## config.mk

```make
export PLATFORM = sky130hd
export DESIGN_NAME = rst_seq_ctrl
export DESIGN_NICKNAME = d
export VERILOG_FILES = /design/src/rtl/rst_seq_ctrl.sv
export SDC_FILE = /design/constraint.sdc
export NUM_CORES = 1
export LEC_CHECK = 0
export ABC_AREA = 1
export CAP_MARGIN = 20
export CORE_ASPECT_RATIO = 0.9
export CORE_MARGIN = 1
export CORE_UTILIZATION = 43
export CTS_BUF_LIST = sky130_fd_sc_hd__clkbuf_2
export DETAILED_ROUTE_END_ITERATION = 10
export GPL_TIMING_DRIVEN = 1
export PLACE_DENSITY = 0.61
export SYNTH_ARGS = -nofsm -noshare
export SYNTH_HDL_FRONTEND = slang
export SYNTH_SLANG_ARGS = --single-unit
```

## constraint.sdc

```tcl
create_clock -name clk -period 1.98 [get_ports clk]
set_input_delay 0.396 -clock clk [delete_from_list [all_inputs] [get_ports clk]]
set_output_delay 0.396 -clock clk [all_outputs]
set_load 0.005 [all_outputs]
```

## src/rtl/rst_seq_ctrl.sv

```systemverilog
// Staged reset sequencer: holds mem/periph/cpu resets, then releases them in order.
// Optional button debounce is enabled by defining RST_SEQ_DEBOUNCE_EN.
module rst_seq_ctrl #(
   parameter int unsigned HOLD_CYCLES = 16,
   parameter int unsigned PERIPH_DLY  = 8,
   parameter int unsigned CPU_DLY     = 4,
   parameter int unsigned DEB_CYCLES  = 1024
) (
   input  logic       clk,
   input  logic       reset_in,
   input  logic       btn_n,
   input  logic       sw_req,
   input  logic       cause_clr,
   output logic       mem_rst,
   output logic       periph_rst,
   output logic       cpu_rst,
   output logic       done,
   output logic [2:0] cause
);

   localparam int unsigned MAX_AB  = (HOLD_CYCLES > PERIPH_DLY) ? HOLD_CYCLES : PERIPH_DLY;
   localparam int unsigned MAX_DLY = (MAX_AB > CPU_DLY) ? MAX_AB : CPU_DLY;
   localparam int unsigned CNT_W   = $clog2(MAX_DLY + 1);

   localparam logic [CNT_W-1:0] HOLD_LOAD   = CNT_W'(HOLD_CYCLES - 1);
   localparam logic [CNT_W-1:0] PERIPH_LOAD = CNT_W'(PERIPH_DLY - 1);
   localparam logic [CNT_W-1:0] CPU_LOAD    = CNT_W'(CPU_DLY - 1);

   typedef enum logic [1:0] {
      StHold,
      StMemUp,
      StPeriphUp,
      StRun
   } state_e;

   state_e           state_q, state_d;
   logic [CNT_W-1:0] cnt_q, cnt_d;
   logic             req_q;
   logic [1:0]       btn_sync;
   logic             btn_req;
   logic             req;

   always_ff @(posedge clk) begin
      if (reset_in) begin
         btn_sync <= 2'b11;
      end else begin
         btn_sync <= {btn_sync[0], btn_n};
      end
   end

`ifdef RST_SEQ_DEBOUNCE_EN
   localparam int unsigned DEB_W = $clog2(DEB_CYCLES + 1);

   logic [DEB_W-1:0] deb_cnt;
   logic             btn_req_q;

   // The filtered level flips only after DEB_CYCLES consecutive samples disagree with it.
   always_ff @(posedge clk) begin
      if (reset_in) begin
         deb_cnt   <= '0;
         btn_req_q <= 1'b0;
      end else if ((~btn_sync[1]) == btn_req_q) begin
         deb_cnt <= '0;
      end else if (deb_cnt == DEB_W'(DEB_CYCLES - 1)) begin
         deb_cnt   <= '0;
         btn_req_q <= ~btn_sync[1];
      end else begin
         deb_cnt <= deb_cnt + 1'b1;
      end
   end

   assign btn_req = btn_req_q;
`else
   logic unused_deb_cfg;
   assign unused_deb_cfg = ^DEB_CYCLES;
   assign btn_req = ~btn_sync[1];
`endif

   assign req = reset_in | btn_req | sw_req;

   always_comb begin
      state_d = state_q;
      cnt_d   = cnt_q;
      if (req) begin
         state_d = StHold;
         cnt_d   = HOLD_LOAD;
      end else begin
         unique case (state_q)
            StHold: begin
               // The first request-free edge still belongs to the restart window.
               if (req_q) begin
                  cnt_d = HOLD_LOAD;
               end else if (cnt_q == '0) begin
                  state_d = StMemUp;
                  cnt_d   = PERIPH_LOAD;
               end else begin
                  cnt_d = cnt_q - 1'b1;
               end
            end
            StMemUp: begin
               if (cnt_q == '0) begin
                  state_d = StPeriphUp;
                  cnt_d   = CPU_LOAD;
               end else begin
                  cnt_d = cnt_q - 1'b1;
               end
            end
            StPeriphUp: begin
               if (cnt_q == '0) begin
                  state_d = StRun;
               end else begin
                  cnt_d = cnt_q - 1'b1;
               end
            end
            StRun: begin
               state_d = StRun;
            end
            default: begin
               state_d = StHold;
               cnt_d   = HOLD_LOAD;
            end
         endcase
      end
   end

   always_ff @(posedge clk) begin
      if (reset_in) begin
         state_q    <= StHold;
         cnt_q      <= HOLD_LOAD;
         req_q      <= 1'b1;
         mem_rst    <= 1'b1;
         periph_rst <= 1'b1;
         cpu_rst    <= 1'b1;
         done       <= 1'b0;
      end else begin
         state_q    <= state_d;
         cnt_q      <= cnt_d;
         req_q      <= req;
         mem_rst    <= (state_d == StHold);
         periph_rst <= (state_d == StHold) || (state_d == StMemUp);
         cpu_rst    <= (state_d != StRun);
         done       <= (state_d == StRun);
      end
   end

   // Set beats clear; the POR bit is only ever set.
   always_ff @(posedge clk) begin
      if (reset_in) begin
         cause <= 3'b001;
      end else begin
         cause[0] <= cause[0];
         cause[1] <= btn_req | (cause[1] & ~cause_clr);
         cause[2] <= sw_req | (cause[2] & ~cause_clr);
      end
   end

endmodule
```

==> out/results.txt, run 1 <==
Static timing analysis puts the maximum clock frequency at 639.4 MHz. The area share of the largest cell type after synthesis is 0.3798. For the antenna diode count, the log shows 0.

The count of antenna-violating nets left after detailed routing was 0. The total area inside the core boundary comes to 0.001752 sq mm. The flow ran to the end, and the final reports show no timing, DRC or antenna violations. For the initial antenna violation count, the log shows 0. Entering global routing, the biggest net connects 10 pins. The clock-pin slew on the worst setup and hold paths came out at 0.14 ns.

Sorting the synthesized cells by area gives the leading types as dfxtp_1 (38%), ha_1 (10%), nand2_1 (9.8%), inv_1 (7.6%), nand3_1 (4.2%). The tools report the first-pass GRT wire length as 2580 um. Startpoint kind of the worst setup timing path: a flip-flop. Max-cap violations in this run came to 0. The run gives 0 as the number of synthesis warnings.

The power per unit of standard cell area is 500.1 mW/mm^2. For the area of the die, the log shows 0.002142 sq mm. The analysis attributes to cell leakage a power of 0.4516 nW. Number of global-route vias before repair: 617. After detailed routing, the total wire length is 1461 um. The netlist uses 24 different library cells.

In this run, post-CTS repair resized a total of 0 instances. The count of buffers added on input and output ports is 10. In the final timing run, aggregate negative setup slack is 0 ns.

Routability-driven placement finished with a final weighted congestion of 0.8182. The initial core utilization was 0.4814; the total global routing track utilization was 0.1567. The run gives 1 as the level count of the clock H-tree. The worst path needs 1.564 ns of the cycle, external delays included. The adder-cell share of the synthesized area works out to 0.1039. Grouping stages by cell kind, the critical path spends the most delay in flip-flops. The number of vias per cell after detailed routing is 4.630, and the vertical die dimension is 44.01 um. Dominant combinational cell family by area after synthesis: simple AND/OR/NAND/NOR gates.

Data on the critical path arrives at its endpoint at 1.73 ns. The dominant cell type by area after synthesis is dfxtp_1. The final clock period utilization by the worst path is 0.7899, and the largest fanout of any net on the critical path is 6. Synthesized net count: 121. The final clock skew was 0.007430 ns. After floorplanning, the core was divided into 14 placement rows. The number of enable-type register cells in the synthesized netlist is 0, and the cell area after placement is 965.9 sq um. The slowest stage of the critical path belongs to the cell dfxtp_1. Required arrival time at the worst endpoint: 2.15 ns. STA classifies the critical path endpoint as a flip-flop. Traced cell by cell, the critical path runs through inv_1 > ha_1 > inv_1 > nand2_1 > o21ai_0 > o21ai_0 > nand3_1.

The final layout contains 135 nets. Simple-gate area share of the yosys netlist: 0.3071. Counting the fill cells in the layout gives 167. The detailed-placement wirelength estimate is 1149 um.

Predominant post-synthesis flop cell: dfxtp_1. The peak per-stage delay on the critical path is 0.45 ns, and the maximum clock path buffer count is 2. The type of the setup path with the least slack is reg -> reg.

Summing over every cut layer, the via total after detailed routing is 676. For the worst-skew pair, the clock arrives at the later sink with an insertion delay of 0.27 ns. The number of endpoints with negative hold slack in the final report is 0, and the length of the first detailed-routing pass in iterations is 4. The average wire length per cell after detail routing was 10.01 um; the number of clock sinks seen by CTS was 16. The number of clock buffers added by TritonCTS is 3.

The multiplexer share of the synthesized area was 0; the final routed DRC violation total was 0. The sequential element share of the synthesized area came out at 0.3798. For the footprint of the flip-flops and latches, the log shows 320.3 sq um. In this run the mean area of a mapped cell was 7.737 sq um. TritonCTS built the clock tree. In this run, the number of DRC markers left after iteration 0 of detailed routing was 10. Proportion of synthesized flip-flops having asynchronous set or reset: 0.

The final max-slew violation count came out at 0. Together, buffers and inverters on the worst path number 2. From left edge to right edge, the die measures 48.68 um.

The share of post-route cells with drive strength above 1 is 0.1557. The number of top-level pins is 12. The peak supply drop was 0.3801 mV. The count of buffers added by post-CTS timing repair for setup is 0.

Setup repair after global routing left no endpoint under its margin. The root buffer selected by CTS is clkbuf_2. The worst hold path belongs to the class reg -> reg. For the area used by multi-input combinational logic, the log shows 447.9 sq um. The synthesized-area fraction occupied by ao, oa, aoi and oai cells is 0.09496. The total congestion overflow after global routing is 0, and the layout overhead on the synthesized area is 16.77%. Buffers inserted to repair hold after CTS numbered 0. The number of setup violations in the final report was 0; the xor/xnor share of the synthesized area was 0.02077. The final instance area is 984.7 sq um.

In this run, synthesis produced a sequential element count of 16. For the total standard cell area after synthesis, the log shows 843.3 sq um. Number of cells produced by synthesis: 109.
==> power breakdown <==
group          switching, mW  internal (mW)
registers            0.00231          0.328
logic                 0.0128         0.0164
clock network         0.0894         0.0439
==> sequential cells by signal, indices dropped and copies added (netlist names) <==
signal and cells:
btn_sync 2, cause 2, cnt_q 5, cpu_rst 1
done 1, mem_rst 1, periph_rst 1, req_q 1
state_q 2
==> cell usage after synthesis, types with 4 or more instances <==
library cell / instances
nand2_2: 5
o21ai_0: 4
nand2_1: 22
a21oi_1: 6
dfxtp_1: 16
inv_1: 17
nor2_1: 5
ha_1: 7
nand3_1: 7
==> layer usage <==
layer	track usage	vias up	wire [um]
li1	-	364	-
met1	0.2059	303	759
met2	0.2528	9	634
met3	0.04124	0	67
met4	0.05294	0	0
met5	0	-	0
==> area by class of cell <==
type / instances / share of cell area
Inverter: 18 / 0.06862
Multi-Input combinational cell: 74 / 0.4549
Clock inverter: 1 / 0.003812
Timing Repair Buffer: 10 / 0.1017
Clock buffer: 3 / 0.01525
Tap cell: 24 / 0.03050
Sequential cell: 16 / 0.3253
==> worst paths after layout <==
check | from | to | slack, ns | cells past startpoint
worst max-delay path | state_q[1] | cnt_q[1] | 0.42 | 7
worst max register to register | state_q[1] | cnt_q[1] | 0.42 | 7
worst min register to register | btn_sync[1] | cause[1] | 0.43 | 1
worst min-delay path | btn_sync[1] | cause[1] | 0.43 | 1
==> cells by family (layout without fill, tap and decap cells) <==
| kind of cell | count (synthesis) | after routing |
|---|---|---|
| and+or+nand+nor | 50 | 50 |
| buffers and inverters | 19 | 32 |
| DFF | 16 | 16 |
| adders and majority gates | 7 | 7 |
| other | 1 | 1 |
| AOI/OAI and AO/OA | 14 | 14 |
| xor gates and xnor gates | 2 | 2 |
==> stage by stage <==
step / util / setup slack (ns) / std cells / power, mW / hold slack (ns)
final: 0.5621 / 0.4160 / 146 / 0.4925 / 0.4300
after detailed placement: 0.5514 / 0.3163 / 142 / 0.3662 / 0.4032
after global routing: 0.5621 / 0.2958 / 146 / 0.5181 / 0.4549
after global placement: 0.5514 / 0.3783 / 142 / 0.3661 / 0.3955
after CTS: 0.5621 / 0.4206 / 146 / 0.5020 / 0.4326
after floorplan: - / 0.6283 / 109 / 0.3521 / 0.3895
==> worst register-to-register path, stage by stage, from the launching register on <==
cell	delay, ns
dfxtp_1	0.45
inv_1	0.12
ha_1	0.34
inv_1	0.08
nand2_1	0.11
o21ai_0	0.09
o21ai_0	0.20
nand3_1	0.09
==> cell usage in the layout, fill, tap and decap left out, drive strengths merged <==
master / synthesis / routed
nor3: 1 / 1
or2: 2 / 2
inv: 18 / 18
o211ai: 1 / 1
clkdlybuf4s50: 0 / 10
nand3: 9 / 9
conb: 1 / 1
ha: 7 / 7
nand4: 1 / 1
o21ai: 5 / 5
a21oi: 8 / 8
clkinv: 0 / 1
nand2: 27 / 27
nor2: 8 / 8
clkbuf: 0 / 3
dfxtp: 16 / 16
nand3b: 2 / 2
xor2: 2 / 2
Power figures use the tool's default switching activity.
==> run 2: changes to the inputs <==
Settings changed: PLACE_DENSITY 0.61 to 0.64.
Clock period 1.98 ns to 1.34 ns, I/O delays scaled along.
==> out/results.txt, run 2 (synthesis gave the netlist of run 1 again) <==
The clock buffer count from CTS is 3 (unchanged). The peak supply drop was 0.5044 mV (was 0.3801 mV); the largest net degree at the start of global routing was 10 (unchanged). The largest fanout of any net on the critical path works out to 6 (unchanged). The checks that failed: setup timing. For the maximum clock path buffer count, the log shows 2 (unchanged). Largest delay contributor family on the critical path: simple AND/OR/NAND/NOR gates (was flip-flops). The final max-slew violation count is 0 (unchanged), and the data arrival time of the critical path is 1.55 ns (was 1.73 ns).

Vertical die dimension: 44.01 um (unchanged). The run gives 12 (unchanged) as the number of top-level pins. The type of the most critical hold path is reg -> reg (unchanged).

The power per unit of standard cell area was 643.0 mW/mm^2 (was 500.1 mW/mm^2). The die width is 48.68 um (unchanged). Share of post-route cells with drive strength above 1: 0.4211 (was 0.1557). The most numerous cell type found on the critical path is nand2_2. The routability congestion estimate came out at 0.8839 (was 0.8182).

The kind of end point of the critical path was a flip-flop (unchanged). Clock latency reported for the late side of the worst-skew pair: 0.28 ns (was 0.27 ns). The number of buffer and inverter stages on the critical path was 3 (was 2). Peak per-stage delay on the critical path: 0.35 ns (was 0.45 ns). The most frequent standard cell in the layout excluding fill and tap cells is nand2_1 (unchanged). The area used by multi-input combinational logic was 538.0 sq um (was 447.9 sq um).

The relative contribution of combinational cells to total power was 0.068 (was 0.059). The tools report the number of global-route vias before repair as 726 (was 617). The count of antenna-violating nets left after detailed routing was 0 (unchanged); the clock-pin slew on the worst setup and hold paths was 0.14 ns (about the same). For the number of endpoints with negative hold slack in the final report, the log shows 0 (unchanged). The leakage power total is 0.5283 nW (was 0.4516 nW), and the final clock skew is 0.003642 ns (was 0.007430 ns). Relative contribution of the clock network to total power: 0.278 (was 0.271).

The footprint of the flip-flops and latches is 326.6 sq um (was 320.3 sq um), and the detailed-placement wirelength estimate is 1233 um (was 1149 um). Fmax: 738.2 MHz (was 639.4 MHz). The cell-internal power is 577.9 uW (was 388.0 uW), and the area of the die is 0.002142 sq mm (unchanged). Cells along the critical path: inv_2 > ha_4 > inv_2 > nor2_4 > nand2_4 > nand2_2 > nand2_2 > nand2_2 > nand2_4 > inv_2 > nand2_2 (was inv_1 > ha_1 > inv_1 > nand2_1 > o21ai_0 > o21ai_0 > nand3_1).

The flip-flop count of the largest register, all copies and words added was 5 (unchanged). The tools report the number of core rows as 14 (unchanged). The type of the setup path with the least slack is reg -> reg (unchanged). The tools report the share of power burned in registers as 0.653 (was 0.670). The run gives 4 (unchanged) as the length of the first detailed-routing pass in iterations. The logs give 0 (unchanged) for the initial antenna violation count and 146 (was 135) for the post-layout net count. Average wire length per cell after detail routing: 10.84 um (was 10.01 um). The overall via count from detail_route was 739 (was 676).

Minimum period implied by the final worst setup slack: 1.355 ns (was 1.564 ns). The register with the most flip-flops was cnt_q (unchanged). The run gives 0 (unchanged) as the final routed DRC violation total. The run gives 0 (unchanged) as the reported max-cap violation count. Commonest non-fill, non-tap cells in the layout: nand2_1 (17), dfxtp_1 (11), buf_4 (10), inv_1 (9), inv_2 (8) (was nand2_1 (22), inv_1 (17), dfxtp_1 (16), clkdlybuf4s50_1 (10)). TritonCTS built the clock tree. Setup repair after global routing could not meet its margin everywhere. Layout overhead on the synthesized area: 37.83% (was 16.77%). The level count of the clock H-tree was 1 (unchanged). Startpoint kind of the worst setup timing path: a flip-flop (unchanged). The number of port buffers was 10 (unchanged); the number of setup violations in the final report was 2 (was 0).

The antenna diode count was 0 (unchanged); the initial core utilization was 0.4814 (unchanged). The tools report the core utilization of the finished layout as 0.6636 (was 0.5621). The cell at the slowest stage of the critical path is dfxtp_2 (was dfxtp_1).

The worst slack on hold paths came out at 0.4248 ns (was 0.4300 ns). The run finished, with violations left. The tools report the launch point of the worst reg-to-reg path as cnt_q[1] (was state_q[1]). The area of the placeable core is 0.001752 sq mm (unchanged), and the DRC marker count from the first detailed-route iteration is 14 (was 10).

The final routed wirelength across all metal layers came out at 1702 um (was 1461 um). The run gives 0.1733 (was 0.1567) as the total global routing track utilization. The slack of the critical path is -0.01458 ns (was 0.4160 ns), and the total congestion overflow after global routing is 0 (unchanged). The switching fraction of total power came out at 0.2267 (was 0.2122).

The logs give 2870 um (was 2580 um) for the first-pass GRT wire length and 169.5 uW (was 104.5 uW) for the switching power. The run gives 16 (unchanged) as the number of clock sinks seen by CTS. Final clock period utilization by the worst path: 1.011 (was 0.7899).

Required arrival time at the worst endpoint: 1.54 ns (was 2.15 ns). The number of vias per cell after detailed routing was 4.707 (was 4.630). The tools report the root buffer selected by CTS as clkbuf_2 (unchanged).

The tools report the launch instance of the worst min-delay path as btn_sync[0] (was btn_sync[1]). The run gives 142 (was 167) as the count of filler cells inserted in the layout. The launching element of the worst setup path is cnt_q[1] (was state_q[1]).
==> run 2: metal layers <==
metal,vias up,track usage,wire length [um]
li1,389,-,-
met1,334,0.2128,820
met2,12,0.3000,806
met3,4,0.05155,52
met4,0,0.04706,22
met5,-,0,0
==> run 2: path summary, 6_finish.rpt <==
check,to,slack (ns),depth (start not counted)
max,cpu_rst,-0.01,11
min,btn_sync[1],0.42,1
max reg2reg,cpu_rst,-0.01,11
min reg2reg,btn_sync[1],0.42,1
==> run 2: what timing repair did <==
action,CTS,global route
endpoints found under the setup margin,11,11
setup buffers,1,1
resized for setup,11,31
hold buffers,0,0
pin swaps,0,14
==> run 2: power groups by stage <==
stage               clock network [mW]  registers [mW]  logic [mW]
global placement                     0           0.498      0.0493
floorplan                            0           0.498      0.0226
global route                     0.237           0.490      0.0580
finish                           0.208           0.488      0.0511
detailed placement                   0           0.498      0.0499
CTS                              0.219           0.488      0.0484
==> run 2: cell type report <==
| class | instances | area share |
|---|---|---|
| tap | 24 | 0.02583 |
| clock buffer | 3 | 0.01292 |
| inverter | 18 | 0.06028 |
| timing repair buffer | 21 | 0.1539 |
| clock inverter | 1 | 0.003229 |
| multi-input combinational | 74 | 0.4629 |
| sequential | 16 | 0.2809 |
==> run 2: per-stage QoR <==
| stage | total power, mW | worst slack, ns | cell area [sq um] | std cells | setup TNS [ns] |
|---|---|---|---|---|---|
| finish | 0.7474 | -0.01458 | 1162 | 157 | -0.02631 |
| global route | 0.7856 | -0.08639 | 1162 | 157 | -0.4572 |
| floorplan | 0.5203 | 0.01178 | 844.6 | 109 | 0 |
| global placement | 0.5471 | -0.06919 | 1035 | 151 | -0.1570 |
| detailed placement | 0.5478 | -0.09826 | 1035 | 151 | -0.3375 |
| CTS | 0.7555 | -0.001627 | 1062 | 156 | -0.002349 |
==> run 3: changes to the inputs <==
Settings changed: PLACE_DENSITY 0.64 to 0.61.
Clock period 1.34 ns to 1.32 ns, I/O delays scaled along.
==> out/results.txt, run 3 (synthesis gave the netlist of run 1 again) <==
The type of the setup path with the least slack was reg -> reg (unchanged). The setup slack of the worst register-to-register path was 0.02 ns (was -0.01 ns); the initial core utilization was 0.4814 (unchanged). The clock-pin slew on the worst setup and hold paths came out at 0.16 ns (was 0.14 ns).

For the share of power burned in registers, the log shows 0.634 (was 0.653). The run gives 0 (unchanged) as the number of endpoints with negative hold slack in the final report. The vertical die dimension was 44.01 um (unchanged). The tools report the launch instance of the worst min-delay path as btn_sync[1] (was btn_sync[0]). Routability congestion estimate: 0.8091 (was 0.8839). The detailed-placement wirelength estimate was 1246 um (was 1233 um). The tools report the total congestion overflow after global routing as 0 (unchanged). Initial antenna violation count: 0 (unchanged). Largest delay contributor family on the critical path: simple AND/OR/NAND/NOR gates (unchanged).

Root buffer selected by CTS: clkbuf_2 (unchanged). The number of vias per cell after detailed routing is 4.601 (was 4.707). The final max-slew violation count is 0 (unchanged).

The cell-internal power was 588.5 uW (was 577.9 uW); the final routed wirelength across all metal layers was 1671 um (was 1702 um). The most frequent standard cell in the layout excluding fill and tap cells is nand2_1 (unchanged). The number of global-route vias before repair was 766 (was 726); the relative contribution of the clock network to total power was 0.299 (was 0.278). The peak supply drop came out at 0.6099 mV (was 0.5044 mV). For the area of the placeable core, the log shows 0.001752 sq mm (unchanged).

The run gives 152 (was 146) as the post-layout net count. The tools report the number of top-level pins as 12 (unchanged). The average wire length per cell after detail routing is 10.25 um (was 10.84 um), and the switching power is 193.0 uW (was 169.5 uW). The worst slack on hold paths is 0.4331 ns (was 0.4248 ns), and the final clock skew is 0.008741 ns (was 0.003642 ns).

Peak per-stage delay on the critical path: 0.35 ns (about the same). The endpoint with the worst hold slack was cause[1] (was btn_sync[1]). The data arrival time of the critical path came out at 1.53 ns (was 1.55 ns). The register with the most flip-flops is cnt_q (unchanged). The power per unit of standard cell area is 655.4 mW/mm^2 (was 643.0 mW/mm^2).

The final clock period utilization by the worst path is 0.9845 (was 1.011). The logs give 0 (was 2) for the number of setup violations in the final report and 3056 um (was 2870 um) for the first-pass GRT wire length. The number of clock sinks seen by CTS is 16 (unchanged), and the reported max-cap violation count is 0 (unchanged). The switching fraction of total power was 0.2469 (was 0.2267); the share of post-route cells with drive strength above 1 was 0.4101 (was 0.4211). The number of hold-repair buffers added at the cts stage is 0 (unchanged).

The flow ran to the end, and the final reports show no timing, DRC or antenna violations. For the leakage power total, the log shows 0.5543 nW (was 0.5283 nW). Cells along the critical path: inv_2 > ha_4 > inv_2 > nor2_4 > nand2_4 > nand2_2 > nand2_1 > nand2_1 > nand2_2 > inv_2 > nand2_2 (was inv_2 > ha_4 > inv_2 > nor2_4 > nand2_4 > nand2_2 > nand2_2 > nand2_2 > nand2_4 > inv_2 > nand2_2). The tools report the launch point of the worst reg-to-reg path as cnt_q[1] (unchanged). The flip-flop count of the largest register, all copies and words added was 5 (unchanged). The cell at the slowest stage of the critical path was dfxtp_2 (unchanged). The largest net degree at the start of global routing was 10 (unchanged). Commonest non-fill, non-tap cells in the layout: nand2_1 (21), buf_4 (17), dfxtp_1 (11), inv_1 (9), inv_2 (8) (was nand2_1 (17), dfxtp_1 (11), buf_4 (10), inv_1 (9), inv_2 (8)). The tools report the number of core rows as 14 (unchanged).

The minimum period implied by the final worst setup slack was 1.300 ns (was 1.355 ns); the maximum clock path buffer count was 2 (unchanged). The instance count after placement with tap cells included is 156 (was 151). The tools report the slack of the critical path as 0.02047 ns (was -0.01458 ns). The DRC marker count from the first detailed-route iteration was 5 (was 14); the number of buffer and inverter stages on the critical path was 3 (unchanged).

For the count of antenna-violating nets left after detailed routing, the log shows 0 (unchanged). For the number of cells in the finished layout apart from fillers, the log shows 163 (was 157). The die width is 48.68 um (unchanged), and the relative contribution of combinational cells to total power is 0.067 (was 0.068).

Kind of end point of the critical path: a flip-flop (unchanged). The antenna diode count came out at 0 (unchanged). The type of the most critical hold path was reg -> reg (unchanged).

The largest fanout of any net on the critical path came out at 6 (unchanged). Number of port buffers: 10 (unchanged). The fmax is 769.5 MHz (was 738.2 MHz). The tools report the required arrival time at the worst endpoint as 1.55 ns (was 1.54 ns). The tools report the startpoint kind of the worst setup timing path as a flip-flop (unchanged). The length of the first detailed-routing pass in iterations is 3 (was 4), and the layout overhead on the synthesized area is 41.39% (was 37.83%). The run gives 0.6807 (was 0.6636) as the core utilization of the finished layout. Setup repair after global routing could not meet its margin everywhere. The area of the die is 0.002142 sq mm (unchanged). Total global routing track utilization: 0.1867 (was 0.1733). The end of the worst register-to-register path is cpu_rst (unchanged).

Worst setup timing slack at the placement stage: -0.02894 ns (was -0.09826 ns). The count of filler cells inserted in the layout was 150 (was 142). Worst-case reg-to-reg path depth: 11 (unchanged). TritonCTS built the clock tree.

The clock buffer count from CTS was 3 (unchanged); the worst hold path depth was 1 (unchanged). The clock latency reported for the late side of the worst-skew pair is 0.31 ns (was 0.28 ns), and the level count of the clock H-tree is 1 (unchanged). The overall via count from detail_route was 750 (was 739); the final routed DRC violation total was 0 (unchanged).
run 3: worst max-delay path by stage:
stage | start | end | slack, ns | cells past startpoint
CTS | cnt_q[1] | cpu_rst | -0.03 | 11
finish | cnt_q[1] | cpu_rst | 0.02 | 11
floorplan | state_q[1] | cnt_q[0] | 0.03 | 9
global route | cnt_q[1] | cpu_rst | -0.06 | 9
detailed placement | reset_in | cpu_rst | -0.03 | 7
global placement | cnt_q[1] | cpu_rst | -0.007 | 11
run 3: metal layers:
layer,vias up,share of wire,global-route usage
li1,400,-,-
met4,0,0.031,0.1118
met2,14,0.48,0.3417
met1,331,0.45,0.1996
met5,-,0,0
met3,5,0.039,0.04467
run 3: power groups by stage:
| stage | logic [mW] | registers (mW) | clock network (mW) |
|---|---|---|---|
| detailed placement | 0.0522 | 0.505 | 0 |
| global placement | 0.0519 | 0.505 | 0 |
| finish | 0.0523 | 0.496 | 0.233 |
| CTS | 0.0518 | 0.496 | 0.242 |
| global route | 0.0600 | 0.497 | 0.260 |
| floorplan | 0.0229 | 0.505 | 0 |
run 3: layout make-up:
cell class | instances | area, sq um | area share
tap | 24 | 30.03 | 0.02518
multi-input combinational | 74 | 526.8 | 0.4418
clock buffer | 3 | 15.01 | 0.01259
inverter | 18 | 70.07 | 0.05876
timing repair buffer | 27 | 220.2 | 0.1847
clock inverter | 1 | 3.754 | 0.003148
sequential | 16 | 326.6 | 0.2739
run 3: stage by stage:
step           area [sq um]  power [mW]   TNS (ns)
4_1_cts                1161      0.7893   -0.05249
3_5_place_dp           1074      0.5575   -0.06981
6_report               1192      0.7814          0
3_3_place_gp           1074      0.5572  -0.006771
5_1_grt                1192      0.8167    -0.1384
2_1_floorplan         845.8      0.5282          0
run 3: what timing repair did:
action	in CTS	in global routing
pin swaps	8	6
setup buffers	3	0
gates resized for setup	25	9
endpoints found under the setup margin	13	11
gates cloned	0	0
